--- config.mk ---
export PLATFORM = sky130hd
export DESIGN_NAME = unified_mem_arbiter
export DESIGN_NICKNAME = d
export VERILOG_FILES = /design/src/rtl/unified_mem_arbiter.sv
export SDC_FILE = /design/constraint.sdc
export NUM_CORES = 1
export LEC_CHECK = 0
export BUFFER_PORTS_ARGS = -buffer_cell sky130_fd_sc_hd__buf_4
export CAP_MARGIN = 20
export CORE_MARGIN = 2
export CORE_UTILIZATION = 40
export CTS_BUF_LIST = sky130_fd_sc_hd__clkbuf_8
export DETAILED_ROUTE_END_ITERATION = 8
export PLACE_DENSITY = 0.77
export SLEW_MARGIN = 30
export SYNTH_ARGS = -nofsm -noshare
export SYNTH_HDL_FRONTEND = slang
export SYNTH_SLANG_ARGS = --single-unit
export TNS_END_PERCENT = 1
--- constraint.sdc ---
create_clock -name clk -period 5 [get_ports clk]
set_input_delay 0.5 -clock clk [delete_from_list [all_inputs] [get_ports clk]]
set_output_delay 0.5 -clock clk [all_outputs]
set_load 0.05 [all_outputs]
--- src/rtl/unified_mem_arbiter.sv ---
// Round-robin arbiter sharing one single-ported memory between instruction fetch and data access.
// Optional build macro ARB_TIMEOUT_EN adds a busy-state watchdog that aborts hung accesses and sets bus_err.

module unified_mem_arbiter #(
    parameter int TIMEOUT = 255
) (
    input  logic        clk,
    input  logic        rst,

    input  logic        if_req,
    input  logic [31:0] if_addr,
    output logic [31:0] if_rdata,
    output logic        if_ack,

    input  logic        dm_req,
    input  logic        dm_we,
    input  logic [31:0] dm_addr,
    input  logic [31:0] dm_wdata,
    output logic [31:0] dm_rdata,
    output logic        dm_ack,

    output logic        mem_req,
    output logic        mem_we,
    output logic [31:0] mem_addr,
    output logic [31:0] mem_wdata,
    input  logic [31:0] mem_rdata,
    input  logic        mem_ready,

    output logic        stall_f,
    output logic        stall_m,
    output logic        bus_err,

    output logic [2:0]  dbg_state
);

    // Handshake: a requester raises x_req with stable address/data and holds it until the
    // single-cycle x_ack; x_rdata is valid in the ack cycle. Toward memory, mem_req and its
    // fields stay constant until the cycle mem_ready=1, which completes the access.

    typedef enum logic [2:0] {
        S_IDLE   = 3'd0,
        S_BUSY_I = 3'd1,
        S_BUSY_D = 3'd2,
        S_RESP_I = 3'd3,
        S_RESP_D = 3'd4
    } state_t;

    localparam logic GRANT_F = 1'b0;
    localparam logic GRANT_D = 1'b1;

    state_t      state_q,     state_d;
    logic        last_grant_q, last_grant_d;
    logic        mem_req_q,   mem_req_d;
    logic        mem_we_q,    mem_we_d;
    logic [31:0] mem_addr_q,  mem_addr_d;
    logic [31:0] mem_wdata_q, mem_wdata_d;
    logic        if_ack_q,    if_ack_d;
    logic        dm_ack_q,    dm_ack_d;
    logic [31:0] if_rdata_q,  if_rdata_d;
    logic [31:0] dm_rdata_q,  dm_rdata_d;
    logic        bus_err_q,   bus_err_d;

`ifdef ARB_TIMEOUT_EN
    localparam logic [15:0] TMO_LAST = 16'(TIMEOUT - 1);
    logic [15:0] tmo_cnt_q, tmo_cnt_d;
`else
    logic unused_timeout;
    assign unused_timeout = (TIMEOUT != 0);
`endif

    always_comb begin
        state_d      = state_q;
        last_grant_d = last_grant_q;
        mem_req_d    = mem_req_q;
        mem_we_d     = mem_we_q;
        mem_addr_d   = mem_addr_q;
        mem_wdata_d  = mem_wdata_q;
        if_ack_d     = 1'b0;
        dm_ack_d     = 1'b0;
        if_rdata_d   = if_rdata_q;
        dm_rdata_d   = dm_rdata_q;
        bus_err_d    = bus_err_q;
`ifdef ARB_TIMEOUT_EN
        tmo_cnt_d    = tmo_cnt_q;
`endif

        case (state_q)
            S_IDLE: begin
                // Data wins when it is the only requester or when fetch went last.
                if (dm_req && (!if_req || last_grant_q == GRANT_F)) begin
                    state_d      = S_BUSY_D;
                    last_grant_d = GRANT_D;
                    mem_req_d    = 1'b1;
                    mem_we_d     = dm_we;
                    mem_addr_d   = dm_addr;
                    mem_wdata_d  = dm_wdata;
`ifdef ARB_TIMEOUT_EN
                    tmo_cnt_d    = '0;
`endif
                end else if (if_req) begin
                    state_d      = S_BUSY_I;
                    last_grant_d = GRANT_F;
                    mem_req_d    = 1'b1;
                    mem_we_d     = 1'b0;
                    mem_addr_d   = if_addr;
                    mem_wdata_d  = '0;
`ifdef ARB_TIMEOUT_EN
                    tmo_cnt_d    = '0;
`endif
                end
            end

            S_BUSY_I: begin
                if (mem_ready) begin
                    state_d    = S_RESP_I;
                    mem_req_d  = 1'b0;
                    if_ack_d   = 1'b1;
                    if_rdata_d = mem_rdata;
                end
`ifdef ARB_TIMEOUT_EN
                else if (tmo_cnt_q == TMO_LAST) begin
                    state_d    = S_RESP_I;
                    mem_req_d  = 1'b0;
                    if_ack_d   = 1'b1;
                    if_rdata_d = 32'hDEAD_BEEF;
                    bus_err_d  = 1'b1;
                end else begin
                    tmo_cnt_d  = tmo_cnt_q + 16'd1;
                end
`endif
            end

            S_BUSY_D: begin
                if (mem_ready) begin
                    state_d   = S_RESP_D;
                    mem_req_d = 1'b0;
                    dm_ack_d  = 1'b1;
                    // Stores leave the load-data register untouched.
                    if (!mem_we_q) begin
                        dm_rdata_d = mem_rdata;
                    end
                end
`ifdef ARB_TIMEOUT_EN
                else if (tmo_cnt_q == TMO_LAST) begin
                    state_d    = S_RESP_D;
                    mem_req_d  = 1'b0;
                    dm_ack_d   = 1'b1;
                    dm_rdata_d = 32'hDEAD_BEEF;
                    bus_err_d  = 1'b1;
                end else begin
                    tmo_cnt_d  = tmo_cnt_q + 16'd1;
                end
`endif
            end

            S_RESP_I,
            S_RESP_D: begin
                state_d = S_IDLE;
            end

            default: begin
                state_d   = S_IDLE;
                mem_req_d = 1'b0;
            end
        endcase
    end

    always_ff @(posedge clk or posedge rst) begin
        if (rst) begin
            state_q      <= S_IDLE;
            last_grant_q <= GRANT_F;
            mem_req_q    <= 1'b0;
            mem_we_q     <= 1'b0;
            mem_addr_q   <= '0;
            mem_wdata_q  <= '0;
            if_ack_q     <= 1'b0;
            dm_ack_q     <= 1'b0;
            if_rdata_q   <= '0;
            dm_rdata_q   <= '0;
            bus_err_q    <= 1'b0;
`ifdef ARB_TIMEOUT_EN
            tmo_cnt_q    <= '0;
`endif
        end else begin
            state_q      <= state_d;
            last_grant_q <= last_grant_d;
            mem_req_q    <= mem_req_d;
            mem_we_q     <= mem_we_d;
            mem_addr_q   <= mem_addr_d;
            mem_wdata_q  <= mem_wdata_d;
            if_ack_q     <= if_ack_d;
            dm_ack_q     <= dm_ack_d;
            if_rdata_q   <= if_rdata_d;
            dm_rdata_q   <= dm_rdata_d;
            bus_err_q    <= bus_err_d;
`ifdef ARB_TIMEOUT_EN
            tmo_cnt_q    <= tmo_cnt_d;
`endif
        end
    end

    assign mem_req   = mem_req_q;
    assign mem_we    = mem_we_q;
    assign mem_addr  = mem_addr_q;
    assign mem_wdata = mem_wdata_q;
    assign if_ack    = if_ack_q;
    assign dm_ack    = dm_ack_q;
    assign if_rdata  = if_rdata_q;
    assign dm_rdata  = dm_rdata_q;
    assign stall_f   = if_req & ~if_ack_q;
    assign stall_m   = dm_req & ~dm_ack_q;
    assign dbg_state = state_q;

`ifdef ARB_TIMEOUT_EN
    assign bus_err = bus_err_q;
`else
    logic unused_bus_err;
    assign unused_bus_err = bus_err_q;
    assign bus_err = 1'b0;
`endif

endmodule

==> out/metrics.cfg <==
[floorplanning]
dieArea_um2 = 14800
start_util = 0.404
die_height_um = 122
pin_count = 272
core_area_um2 = 13700
die_w_um = 122
rows = 43

[logic_synthesis]
synth_nets = 487
synth_commonest_cells = dfrtp_1, a22o_1, nand3b_1, o221a_1, mux2_4
synth_top_area_cell = dfrtp_1
yosys_warnings = 0
async_reset_ff_frac = 1.00
synth_top_area_share = 0.613
synthCells = 353
synth_area_um2 = 5550
ys.flop_type = dfrtp_1
synth.avg_cell_area_um2 = 15.7
synth.area.top_cells = dfrtp_1, mux2_4, o221a_1, a22o_1, mux2_1
ys_types = 32
synth-seq-area-share = 0.613
synth_most_common_cell = dfrtp_1
synth_edf_count = 0
synth_seq_cells = 136

[power]
vdd_drop_max_mv = 0.327
power_uw = 6750
leakage_uw = 0.00383
p_per_area_nw_per_um2 = 841

[clock_tree]
cts_buffer_depth = 2
cts_resized = 0
clk_latency_ns = 0.42
cts_max_level = 4
path_clk_slew_ns = 0.08
cts_root_buf = clkbuf_8
cts_tree = done
postCtsHoldBufs = 0
post_cts_buffers = 0
cts_made_buffers = 17
cts.sinks = 136

[finish]
seq_area_um2 = 3400
n_fill_cell = 1102
drive_above_1_share = 0.570
finalNetCount = 750
area_delta_synth_final_pct = 44.6
multi_input_area_um2 = 1940
num_antenna_cells = 0

[global_routing]
overflow = 0
grtUsageTotal = 0.191
grt_max_degree = 89
antenna_found_initial = 0
grt_pass1_wl_um = 22100
grt_pass1_vias = 4305

[timing]
min_period_ns = 2.28
rsz0062_at_grt = no
skew_ns = 0.0160
worst_slew_pin_slew_ns = 0.777
finalMaxSlewViolations = 0
relSlewSlack = 0.482
fin_tns_setup_ns = 0
finalSetupViolations = 0
hold_viol = 0
fin_crit_sh = 0.455
max_freq_mhz = 439

[routing]
dr.pass1.iters = 6
viasPerCell = 5.04
wire_per_inst_um = 17.7
wl_um = 14300
routed-via-count = 4074
antenna_left = 0
first_iter_violations = 247
drc = 0

[critical_path]
critPathLaunch = dbg_state[0]$_DFFE_PP0P_
worstPathArrival_ns = 2.57
r2r-start = dbg_state[0]$_DFFE_PP0P_
cp_max_fo = 36
required_ns = 5.29
startpoint_type = register
crit_type = register to register
worst-r2r-cell-count = 4
end_kind = register

[placement]
dpl.hpwl_um = 10400
gp_congestion = 0.747
port_buffers = 270

[worst_hold_path]
hold_class = input port to async pin

[run]
drv_cap = 0

[outcome]
outcome = finished, final reports clean

layout make-up:
cell class	instances	area share
flip-flops and latches	136	0.424
repair buffers	275	0.257
multi-input cells	185	0.241
clock buffers	17	0.0292
well taps	180	0.0281
clock inverters	14	0.0189
inverters	1	0.00109
logic make-up (layout without fill, tap and decap cells):
family	Yosys count	count (layout)	share of synthesized area
and+or+nand+nor	47	47	0.0654
AOI/OAI and AO/OA	73	73	0.128
buffers and inverters	32	307	0.0419
muxes	64	64	0.150
other	1	1	0.000676
DFF	136	136	0.613
metal layers:
metal / up-vias / GRT usage / wire length (µm)
met2: 183 / 0.333 / 7340
met1: 2017 / 0.227 / 5680
li1: 1857 / - / -
met4: 0 / 0.0668 / 264
met5: - / 0 / 0
met3: 17 / 0.0524 / 1010
worst max-delay path, cell delays in order (launching register included):
cell and delay, ns:
dfrtp_1 0.52, nor3_4 0.22, buf_4 0.36, nand3_2 0.60, o221a_1 0.45
state kept, by name, summed over array words and instances (netlist names):
signal	cells
dbg_state	3
dm_ack	1
dm_rdata	32
if_ack	1
if_rdata	32
last_grant_q	1
mem_addr	32
mem_req	1
mem_wdata	32
mem_we	1
path summary, 6_finish.rpt:
check	end	slack, ns
max reg2reg	mem_addr[8]$_DFFE_PP0P_	2.72
min reg2reg	if_rdata[23]$_DFFE_PP0P_	0.49
max in group asynchronous	mem_wdata[14]$_DFFE_PP0P_	3.61
max	mem_addr[8]$_DFFE_PP0P_	2.72
min	mem_wdata[9]$_DFFE_PP0P_	0.21
min in group clk	mem_wdata[0]$_DFFE_PP0P_	0.29
report_power, final:
group          internal [µW]  switching [µW]
logic                   1360            2540
clock network            445             439
registers               1620             342
metrics by stage:
stage / hold slack, ns / instances / instance area [µm²] / util / worst slack, ns
after floorplan: 0.483 / 353 / 5550 / - / 0.861
after global placement: 0.469 / 777 / 7630 / 0.556 / 2.33
after detailed placement: 0.478 / 777 / 7640 / 0.557 / 2.68
after CTS: 0.240 / 808 / 8020 / 0.585 / 2.66
after global routing: 0.255 / 808 / 8020 / 0.585 / 2.55
final: 0.210 / 808 / 8020 / 0.585 / 2.72
layout by cell type (no fill, tap or decap):
cell type	count
a2111oi_0	1
a21boi_2	1
a21o_1	1
a21oi_1	2
a22o_1	33
and2_2	1
and2b_4	1
buf_4	275
bufinv_16	2
clkbuf_8	17
clkinv_2	3
clkinv_4	5
clkinvlp_4	2
conb_1	1
dfrtp_1	136
inv_6	3
mux2_1	22
mux2_2	12
mux2_4	30
nand2_1	1
nand2b_1	1
nand3_2	1
nand3b_1	32
nor2_1	1
nor2b_1	3
nor3_1	2
nor3_4	1
nor4bb_1	1
nor4bb_4	2
o21a_2	1
o21ai_2	1
o221a_1	32
o22a_1	1
No activity file was read; power rests on OpenSTA's default activity.
